### config.mk
export PLATFORM = sky130hd
export DESIGN_NAME = gcd_operand_pairer
export DESIGN_NICKNAME = d
export VERILOG_FILES = /design/src/rtl/gcd_operand_pairer.sv
export SDC_FILE = /design/constraint.sdc
export NUM_CORES = 1
export LEC_CHECK = 0
export CORE_MARGIN = 4
export CORE_UTILIZATION = 29
export DETAILED_ROUTE_END_ITERATION = 16
export HOLD_SLACK_MARGIN = 0.1
export PLACE_DENSITY = 0.53
export SLEW_MARGIN = 20
export SYNTH_ARGS = -nofsm -noshare
export SYNTH_HDL_FRONTEND = slang
export SYNTH_SLANG_ARGS = --single-unit
### constraint.sdc
create_clock -name clk -period 3.8 [get_ports clk]
set_input_delay 0.76 -clock clk [delete_from_list [all_inputs] [get_ports clk]]
set_output_delay 0.76 -clock clk [all_outputs]
set_load 0.1 [all_outputs]
### src/rtl/gcd_operand_pairer.sv
// Pairs consecutive operands from a serial stream into {A, B} requests for the GCD unit.
// Optional pair counter output is enabled by defining GCD_OPERAND_PAIRER_COUNT_EN.
module gcd_operand_pairer #(
    parameter int p_nbits = 16
) (
    input  logic                 clk,
    input  logic                 reset,
    input  logic                 istream_val,
    output logic                 istream_rdy,
    input  logic [p_nbits-1:0]   istream_msg,
    input  logic                 abort,
    output logic                 ostream_val,
    input  logic                 ostream_rdy,
`ifdef GCD_OPERAND_PAIRER_COUNT_EN
    output logic [2*p_nbits-1:0] ostream_msg,
    output logic [15:0]          pair_count
`else
    output logic [2*p_nbits-1:0] ostream_msg
`endif
);

    typedef enum logic [1:0] {
        S_A   = 2'd0,
        S_B   = 2'd1,
        S_OUT = 2'd2
    } state_t;

    state_t             state_q, state_d;
    logic [p_nbits-1:0] a_q, a_d;
    logic [p_nbits-1:0] b_q, b_d;
    logic               req_go;
    logic               resp_go;

    // In S_OUT the input is ready exactly when the held pair drains, so a new A
    // can be taken in the same cycle the output register empties.
    always_comb begin
        istream_rdy = 1'b0;
        ostream_val = 1'b0;
        case (state_q)
            S_A:     istream_rdy = 1'b1;
            S_B:     istream_rdy = !abort;
            S_OUT: begin
                ostream_val = 1'b1;
                istream_rdy = ostream_rdy;
            end
            default: istream_rdy = 1'b0;
        endcase
        if (reset) begin
            istream_rdy = 1'b0;
            ostream_val = 1'b0;
        end
    end

    assign req_go      = istream_val & istream_rdy;
    assign resp_go     = ostream_val & ostream_rdy;
    assign ostream_msg = {a_q, b_q};

    always_comb begin
        state_d = state_q;
        a_d     = a_q;
        b_d     = b_q;
        case (state_q)
            S_A: begin
                if (req_go) begin
                    a_d     = istream_msg;
                    state_d = S_B;
                end
            end
            S_B: begin
                if (abort) begin
                    state_d = S_A;
                end else if (req_go) begin
                    b_d     = istream_msg;
                    state_d = S_OUT;
                end
            end
            S_OUT: begin
                if (resp_go) begin
                    if (req_go) begin
                        a_d     = istream_msg;
                        state_d = S_B;
                    end else begin
                        state_d = S_A;
                    end
                end
            end
            default: state_d = S_A;
        endcase
    end

    always_ff @(posedge clk) begin
        if (reset) begin
            state_q <= S_A;
            a_q     <= '0;
            b_q     <= '0;
        end else begin
            state_q <= state_d;
            a_q     <= a_d;
            b_q     <= b_d;
        end
    end

`ifdef GCD_OPERAND_PAIRER_COUNT_EN
    logic [15:0] count_q, count_d;

    always_comb begin
        count_d = count_q;
        if (resp_go) begin
            count_d = count_q + 16'd1;
        end
    end

    always_ff @(posedge clk) begin
        if (reset) begin
            count_q <= '0;
        end else begin
            count_q <= count_d;
        end
    end

    assign pair_count = count_q;
`endif

endmodule
# After elaboration in Yosys (flattened, before gate mapping)
# Cells that the tools add are included.
# word_totals
out_inout_bits,34
word_cells,30
mem_count,0
romBits,0
ramBits,0
inputBits,21
latchBits,0
reg_bits,34
# classes
n_shift,0
n_mux,13
reduce_logical,6
n_bitwise,3
eq_ne,5
div_mod_pow,0
order_cmp,0
mul,0
addsub,0
# op_table
op,count
2-to-1 mux 16 bit,2
case mux 16 bit (2 select lines),1
2-to-1 mux 2 bit,4
case mux 2 bit (3 select lines),1
AND reduction 3 bit,2
2-to-1 mux 1 bit,4
"!= test 2 bit, second input constant",2
"!= test 3 bit, second input constant",1
case mux 1 bit (3 select lines),1
AND 1 bit,2
"equality test 2 x 1 -> 1 bit, second input constant",1
"equality test 2 bit, second input constant",1
logical NOT 2 bit,1
AND reduction 2 bit,1
nonzero test 2 bit,1
logical NOT 1 bit,1
inverter 1 bit,1

# Longest topological paths before layout
# Gate-level depths: netlist of the first run.
# logic_depth
depth_word,7
depth_mapped,5
ltp_nobuf,3

# Worst setup path after synthesis of the first run
# Ideal clock, no wire load.
# synth_timing
kind,input port to output port
start,in ostream_rdy
end,out istream_rdy
required_time_ns,3.040
arrival_time_ns,2.336
slack_ns,0.704
path_stages,4
path_buffers,1
cell_sequence,nand2b_1 -> buf_2 -> a21oi_1 -> nor2_1
# synth_between
elab_chain_len,2
# synth_rtl
element,line,source
"start, declared",13,"input logic ostream_rdy,"
case mux 1 bit (3 select lines),39,case (state_q)
2-to-1 mux 1 bit,48,if (reset) begin
"end, declared",9,"output logic istream_rdy,"
# No other way between the ends.

# Worst setup path after layout of the first run
# layout_timing
start,reg state_q[0]
end,out istream_rdy
# layout_between
elab_chain_len,3
elab_cells_between_ends,5
cone_classes,eq/ne: 2; mux: 2; reduce/logical: 1
# layout_rtl
element,line,source
"start, declared",28,"state_t state_q, state_d;"
"start signal, assigned",97,state_q <= state_d;
"equality test 2 bit, or another cell as far along",39,
case mux 1 bit (3 select lines) (*),39,
2-to-1 mux 1 bit (*),48,
# Every way passes the cells marked *; elsewhere a longest branch is shown, timed or not.

==> results.txt, run 1 <==
status = complete, no violations
total CTS buffers = 5
DR WL/cell = 16.7 µm
Post-CTS Setup Bufs = 0
Synth Net Count = 168
Crit path max-delay family = buffers and inverters
CP cell instances = clkinv_1 -> a21oi_1 -> nor2_1 -> buf_12
Worst path slowest cell = dfxtp_1
# fillers = 467
routed wire length = 4380 µm
H-tree lvl count = 2
largest family of logic cells by synthesized area = simple AND/OR/NAND/NOR gates
Compound-Gate Fraction of Synth Area = 0.213
Starting Density = 0.299
Seq pwr share = 0.453
crit path time final = 2980 ps
DR vias/cell = 5.31
Critical Path Fanout Max = 20
Post-CTS Hold Fix Bufs = 0
CP Launch Type = flip-flop
max cap viols = 0
critical path buffer and inverter count = 2
Placed Area = 2000 µm²
antenna violations before repair = 0
worst r2r src = state_q[0]
Clock Skews = 10.8 ps
WS Path Type = reg2out
Die ar. = 6050 µm²
crit share post-route = 0.783
PostCTS Resize Cnt = 0
Fin. Hold Viols = 0
clock root buffer = clkbuf_8
Setup TNS Final = 0 ps
Buffers on Ports = 54
reg2reg path depth = 3
HP Class = reg2reg
worst rel slew slack = 0.333
part of the Yosys area used for sequential elements = 0.482
die width = 77.8 µm
most common cell after layout, fill and taps aside = clkdlybuf4s50_1
Critical Path Sink Type = output pin
area of the multi-input gates = 648 µm²
#FFs+latches synth = 34
switching pwr = 291 µW
most frequent cells in the layout = clkdlybuf4s50_1 (52), dfxtp_1 (34), nand2_1 (18)
Crit. path cell count = 4
area grow syn2layout = 46.9%
global route overflow = 0
Post-DRT Antenna Nets = 0
Leak = 0.000869 µW
mux share of post-synthesis cell area = 0
Yosys warnings = 0
unrepaired setup endpoints after global routing = false
I/O pins = 55
first-pass GRT wire length = 7260 µm
# diodes = 0
Finish-stage setup viols = 0
number of global-route vias before repair = 1462
total track usage = 0.152
Power Dens Cells = 409 nW/µm²
post-route design area = 2080 µm²
post-synth cell types = 23
Die H = 77.8 µm
crit path DAT = 2220 ps
Max IR drop VDD = 175 µV
largest net degree at the start of global routing = 34
worst skew pair latency = 280 ps
Nets = 216
CP max stage delay = 710 ps
Core Rows = 25
drt initial violations = 131
clock sink count = 34
CP startpoint = state_q[0]
CTS tree = done
sequential standard cell area = 681 µm²
Combinational Power Share = 0.254
Pre-antenna DRT Iters = 4
share of layout cells above drive strength 1 = 0.0923
Post-Synth XOR/XNOR Area = 0
f_max = 0.336 GHz
routed vias = 1390
Final HPWL DP = 2950 µm
Setup crit end = istream_rdy
Worst Path Required = 3040 ps
final RePlAce weighted congestion = 0.807
CORE AREA = 4720 µm²
internal power = 558 µW
post-synthesis instance area = 1410 µm²
adder-cell share of the synthesized area = 0
clock power share = 0.293
max-slew violations = 0
clock slew at reported path FFs = 70 ps
Simple-Gate Fraction of Synth Area = 0.246
mean post-synth cell area = 9.61 µm²
worst slew pin tran = 998 ps
Net Sw Frac = 0.343
R2R Path End = b_q[3]
DRC viols = 0
setup slack, reg-to-reg = 1750 ps
Clock Tree Buf Depth = 2
Cells after Synth = 147
tightest hold or removal path, delay by kind of cell (launching register included):
kind             cells  cell delay, ps
flip-flops           1             310
AO/OA/AOI/OAI        1              70
AND/OR/NAND/NOR      1              50
cells in the mapped netlist (all sizes together):
master / count / share of area
dfxtp: 34 / 0.48
nand2: 19 / 0.056
and3: 17 / 0.075
a31o: 16 / 0.099
nand4: 16 / 0.071
o311ai: 16 / 0.099
clkbuf: 8 / 0.021
buf: 7 / 0.030
nor2: 3 / 0.0080
a21oi: 2 / 0.0071
inv: 2 / 0.0053
and2b: 1 / 0.0053
clkinv: 1 / 0.0027
nand2b: 1 / 0.0044
nand3: 1 / 0.0035
nor2b: 1 / 0.0097
nor3b: 1 / 0.013
o32a: 1 / 0.0071
layer usage:
metal / vias up / global-route usage / wire (µm) / part of all wire
li1: 659 / - / - / -
met1: 659 / 0.190 / 1990 / 0.45
met2: 61 / 0.223 / 1880 / 0.43
met3: 11 / 0.0638 / 399 / 0.091
met4: 0 / 0.0712 / 108 / 0.025
met5: - / 0 / 0 / 0
power by group through the flow:
stage | sequential [µW] | clock [µW] | combinational [µW]
finish | 384 | 249 | 216
global route | 386 | 279 | 224
CTS | 384 | 259 | 217
detailed placement | 392 | 0 | 216
global placement | 392 | 0 | 214
floorplan | 494 | 0 | 45.7
per-stage QoR:
stage                      util  power (µW)  std cells  hold slack (ps)  setup slack (ps)
after floorplan               -         539        147              659               704
after global placement    0.423         606        255              460              1010
after detailed placement  0.423         608        255              465               953
after CTS                 0.439         860        262              483               817
after global routing      0.439         890        262              500               606
final                     0.439         849        262              477               824
how the worst min path moves through the flow:
stage	from	end	slack [ps]	cells after the start
after global routing	b_q[9]	b_q[9]	500	1
final	a_q[14]	a_q[14]	480	2
after floorplan	state_q[1]	state_q[1]	660	2
after global placement	b_q[5]	b_q[5]	460	1
after CTS	a_q[14]	a_q[14]	480	2
after detailed placement	b_q[7]	b_q[7]	470	1
registers in the layout, summed over array words and instances, names as in the netlist:
| signal | flops |
|---|---|
| a_q | 16 |
| b_q | 16 |
| state_q | 2 |
cell families after synthesis:
group,count (synthesis)
simple gates,60
compound gates,35
flops,34
buf+inv,18
area by class of cell:
type	instances	area share
multi-input combinational	95	0.312
timing repair buffer	56	0.277
inverter	3	0.00542
sequential	34	0.328
tap	67	0.0404
clock buffer	7	0.0368
(Power assumes the default switching activity.)
==> inputs of run 2 (changes only) <==
--- a/config.mk
+++ b/config.mk
@@ -9,7 +9,7 @@
 export CORE_UTILIZATION = 29
 export DETAILED_ROUTE_END_ITERATION = 16
 export HOLD_SLACK_MARGIN = 0.1
-export PLACE_DENSITY = 0.53
+export PLACE_DENSITY = 0.55
 export SLEW_MARGIN = 20
 export SYNTH_ARGS = -nofsm -noshare
 export SYNTH_HDL_FRONTEND = slang
==> constraint.sdc (replaced) <==
create_clock -name clk -period 2.4 [get_ports clk]
set_input_delay 0.48 -clock clk [delete_from_list [all_inputs] [get_ports clk]]
set_output_delay 0.48 -clock clk [all_outputs]
set_load 0.1 [all_outputs]
==> results.txt, run 2 (synthesized netlist as in run 1, its figures left out) <==
dpl ws = 358 ps (-596 ps)
worst slew pin tran = 504 ps (-494 ps)
CP startpoint = reset
HP Class = reg2reg
Critical Path Fanout Max = 5 (-75%)
Pre-antenna DRT Iters = 6 (+2)
area grow syn2layout = 44.6%
crit path time final = 2040 ps
clock root buffer = clkbuf_8
most common cell after layout, fill and taps aside = buf_4
# fillers = 466 (-0.21%)
I/O pins = 55 (unchanged)
Buffers on Ports = 54 (unchanged)
crit path DAT = 1560 ps (-660 ps)
worst r2r src = state_q[0]
Finish-stage setup viols = 0 (unchanged)
crit share post-route = 0.852
max cap viols = 0 (unchanged)
WS Path Type = in2out
Post-CTS Setup Bufs = 0 (unchanged)
routed vias = 1380 (-0.72%)
sequential standard cell area = 681 µm² (unchanged)
clock slew at reported path FFs = 60 ps (about the same)
Critical Path Sink Type = output pin
Clock Skews = 4.99 ps (-5.81 ps)
Leak = 0.000959 µW (+10%)
unrepaired setup endpoints after global routing = false
status = complete, no violations
PostCTS Resize Cnt = 0 (unchanged)
Worst Path Required = 1920 ps (-1120 ps)
largest net degree at the start of global routing = 33 (-2.9%)
DR WL/cell = 15.5 µm (-7.4%)
Post-CTS Hold Fix Bufs = 0 (unchanged)
Post-DRT Antenna Nets = 0 (unchanged)
drt initial violations = 70 (-47%)
Starting Density = 0.299 (unchanged)
met1 usage = 0.181 (-0.00896)
Clock Tree Buf Depth = 2 (unchanged)
DRC viols = 0 (unchanged)
Final HPWL DP = 2960 µm (+0.15%)
global route overflow = 0 (unchanged)
Max IR drop VDD = 214 µV (+23%)
GR Util met2 = 0.214 (-0.00856)
H-tree lvl count = 2 (unchanged)
f_max = 0.489 GHz
first-pass GRT wire length = 6730 µm (-7.2%)
gr busiest metal = met2
CORE AREA = 4720 µm² (unchanged)
max-slew violations = 0 (unchanged)
# diodes = 0 (unchanged)
Nets = 220 (+1.9%)
Die ar. = 6050 µm² (unchanged)
antenna violations before repair = 0 (unchanged)
Setup TNS Final = 0 ps (unchanged)
CP Launch Type = input pin
routed wire length = 4130 µm (-5.6%)
Power Dens Cells = 671 nW/µm² (+64%)
Fin. Hold Viols = 0 (unchanged)
Hold Crit Start = b_q[12]
DR vias/cell = 5.17 (-2.6%)
total track usage = 0.141 (-0.0104)
number of global-route vias before repair = 1313 (-10%)
met3 Usage GRT = 0.0487 (-0.0151)
final worst slack = 356 ps (-468 ps)
final RePlAce weighted congestion = 0.761 (-5.6%)
total CTS buffers = 5 (unchanged)
worst rel slew slack = 0.664 (+0.331)
Top Registers = a_q (16), b_q (16), state_q (2)
die width = 77.8 µm (unchanged)
Core Rows = 25 (unchanged)
Die H = 77.8 µm (unchanged)
CTS tree = done
area of the multi-input gates = 651 µm² (+0.39%)
clock sink count = 34 (unchanged)
share of layout cells above drive strength 1 = 0.285 (+0.193)
most frequent cells in the layout = buf_4 (38), dfxtp_1 (34), clkdlybuf4s50_1 (20)
worst skew pair latency = 280 ps (about the same)
## run 2: area by class of cell
| type | count | area share |
|---|---|---|
| sequential | 34 | 0.333 |
| multi-input combinational | 95 | 0.318 |
| inverter | 3 | 0.00551 |
| clock inverter | 1 | 0.00245 |
| tap | 67 | 0.0410 |
| clock buffer | 7 | 0.0423 |
| timing repair buffer | 60 | 0.257 |
## run 2: layer usage
metal	wire length, µm	share of wire
met1	1920	0.46
met2	1890	0.46
met3	256	0.062
met4	66	0.016
met5	0	0
## run 2: final timing paths
| kind | depth (start not counted) | endpoint | slack (ps) |
|---|---|---|---|
| max | 4 | ostream_val | 360 |
| min | 1 | b_q[12] | 480 |
| max reg2reg | 3 | b_q[4] | 840 |
| min reg2reg | 1 | b_q[12] | 480 |
## run 2: power breakdown
group | switching, µW | total (µW) | internal (µW)
clock | 192 | 423 | 231
sequential | 16.5 | 606 | 590
combinational | 252 | 342 | 90.7
## run 2: worst max-delay path, stage by stage
cell,delay (ps)
clkdlybuf4s50_1,600
inv_1,90
and3_1,220
buf_12,170
## run 2: through the flow
step	instances	power [µW]	hold slack (ps)	utilization	cell area [µm²]
2_1_floorplan	147	854	549	-	1420
4_1_cts	267	1390	483	0.433	2040
3_3_place_gp	259	959	462	0.413	1950
5_1_grt	267	1430	499	0.433	2040
6_report	267	1370	477	0.433	2040
3_5_place_dp	259	960	466	0.413	1950
==> inputs of run 3 (changes only) <==
--- a/config.mk
+++ b/config.mk
@@ -6,10 +6,10 @@
 export NUM_CORES = 1
 export LEC_CHECK = 0
 export CORE_MARGIN = 4
-export CORE_UTILIZATION = 29
+export CORE_UTILIZATION = 38
 export DETAILED_ROUTE_END_ITERATION = 16
 export HOLD_SLACK_MARGIN = 0.1
-export PLACE_DENSITY = 0.55
+export PLACE_DENSITY = 0.7
 export SLEW_MARGIN = 20
 export SYNTH_ARGS = -nofsm -noshare
 export SYNTH_HDL_FRONTEND = slang
==> results.txt, run 3 (synthesized netlist as in run 1, its figures left out) <==
CP cell instances = clkdlybuf4s50_1 -> inv_1 -> and3_1 -> buf_12
routed vias = 1388 (+0.58%)
H-tree lvl count = 2 (unchanged)
Hold Path Cell Cnt = 2 (+1)
f_max = 0.485 GHz (-0.86%)
worst r2r src = state_q[0]
Die ar. = 4760 µm² (-21%)
crit path time final = 2060 ps (+17.7 ps)
Post-CTS Setup Bufs = 0 (unchanged)
status = complete, no violations
Clock Tree Buf Depth = 2 (unchanged)
PostCTS Resize Cnt = 0 (unchanged)
Critical Path Sink Type = output pin
drt initial violations = 139 (+99%)
first-pass GRT wire length = 6460 µm (-4.1%)
Post-CTS Hold Fix Bufs = 0 (unchanged)
clock slew at reported path FFs = 70 ps (about the same)
CP Launch Type = input pin
Max IR drop VDD = 326 µV (+52%)
total track usage = 0.182 (+0.0409)
global route overflow = 0 (unchanged)
Finish-stage setup viols = 0 (unchanged)
CORE AREA = 3470 µm² (-27%)
Worst path slowest cell = clkdlybuf4s50_1
Pre-antenna DRT Iters = 4 (-2)
largest net degree at the start of global routing = 33 (unchanged)
unrepaired setup endpoints after global routing = false
worst slew pin tran = 491 ps (-12.7 ps)
hold endpoint = a_q[14]
Die H = 69.0 µm (-11%)
R2R Path End = state_q[0]
clock root buffer = clkbuf_8
Hold Crit Start = a_q[14]
Starting Density = 0.407 (+0.108)
Buffers on Ports = 54 (unchanged)
I/O pins = 55 (unchanged)
crit share post-route = 0.859 (+0.00737)
DR vias/cell = 5.64 (+9.2%)
Placed Area = 1930 µm² (-1.3%)
DRC viols = 0 (unchanged)
share of layout cells above drive strength 1 = 0.290 (+0.00500)
Clock Skews = 5.55 ps (+0.561 ps)
Critical Path Fanout Max = 5 (unchanged)
Post-DRT Antenna Nets = 0 (unchanged)
hold slack = 484 ps (+6.92 ps)
Setup TNS Final = 0 ps (unchanged)
most frequent cells in the layout = buf_4 (38), dfxtp_1 (34), clkdlybuf4s50_1 (20)
Final HPWL DP = 2800 µm (-5.2%)
Top Registers = a_q (16), b_q (16), state_q (2)
Crit path max-delay family = buffers and inverters
total CTS buffers = 5 (unchanged)
most common cell after layout, fill and taps aside = buf_4
number of global-route vias before repair = 1354 (+3.1%)
CP startpoint = reset
critical path buffer and inverter count = 3 (unchanged)
post-route design area = 2020 µm² (-1.1%)
routed wire length = 3970 µm (-4.1%)
clock sink count = 34 (unchanged)
reg2reg path depth = 5 (+2)
CTS tree = done
HP Class = reg2reg
worst rel slew slack = 0.672 (+0.00847)
DR WL/cell = 16.1 µm (+4.1%)
max-slew violations = 0 (unchanged)
setup slack, reg-to-reg = 960 ps (+120 ps)
antenna violations before repair = 0 (unchanged)
Worst Path Required = 1920 ps (about the same)
CP max stage delay = 610 ps (about the same)
Leak = 0.000958 µW (-0.11%)
max cap viols = 0 (unchanged)
final RePlAce weighted congestion = 0.826 (+8.6%)
worst skew pair latency = 280 ps (about the same)
Power Dens Cells = 682 nW/µm² (+1.6%)
Nets = 220 (unchanged)
Fin. Hold Viols = 0 (unchanged)
area grow syn2layout = 43.0%
crit path DAT = 1580 ps (+20 ps)
Core Rows = 21 (-16%)
die width = 69.0 µm (-11%)
WS Path Type = in2out
# diodes = 0 (unchanged)
run 3: changes by cell type in the layout (fill, tap and decap cells not counted):
cell / previous run / this run
clkbuf_1: 1 / 0
clkinvlp_4: 0 / 1
run 3: how the worst max path moves through the flow:
stage / to / cells past startpoint
after floorplan: istream_rdy / 4
after global placement: ostream_val / 4
after detailed placement: ostream_val / 4
after CTS: ostream_val / 4
after global routing: ostream_val / 4
final: ostream_val / 4
run 3: layout make-up:
type	count	area, µm²
well taps	46	57.6
repair buffers	60	526
fillers	333	1450
inverters	3	11.3
clock inverters	2	12.5
multi-input cells	95	651
clock buffers	6	82.6
flip-flops and latches	34	681
run 3: through the flow:
| stage | cells | setup slack (ps) | total power, µW | util |
|---|---|---|---|---|
| final | 246 | 339 | 1380 | 0.583 |
| after global routing | 246 | 315 | 1430 | 0.583 |
| after CTS | 246 | 342 | 1390 | 0.583 |
| after detailed placement | 238 | 341 | 959 | 0.555 |
| after global placement | 238 | 388 | 956 | 0.555 |
| after floorplan | 147 | 321 | 854 | - |
run 3: worst min-delay path: stages (launching register included):
cell      delay [ps]
dfxtp_1          310
o311ai_0          80
nand2_1           60
run 3: report_power, final:
part / internal (µW) / switching [µW]
logic: 90.7 / 252
clock network: 230 / 202
registers: 589 / 14.0
total: 910 / 467
run 3: layer usage:
layer	routed length [µm]	global-route usage	vias up
li1	-	-	669
met1	1690	0.226	673
met2	2040	0.305	40
met3	195	0.0389	6
met4	43	0.0730	0
met5	0	0	-
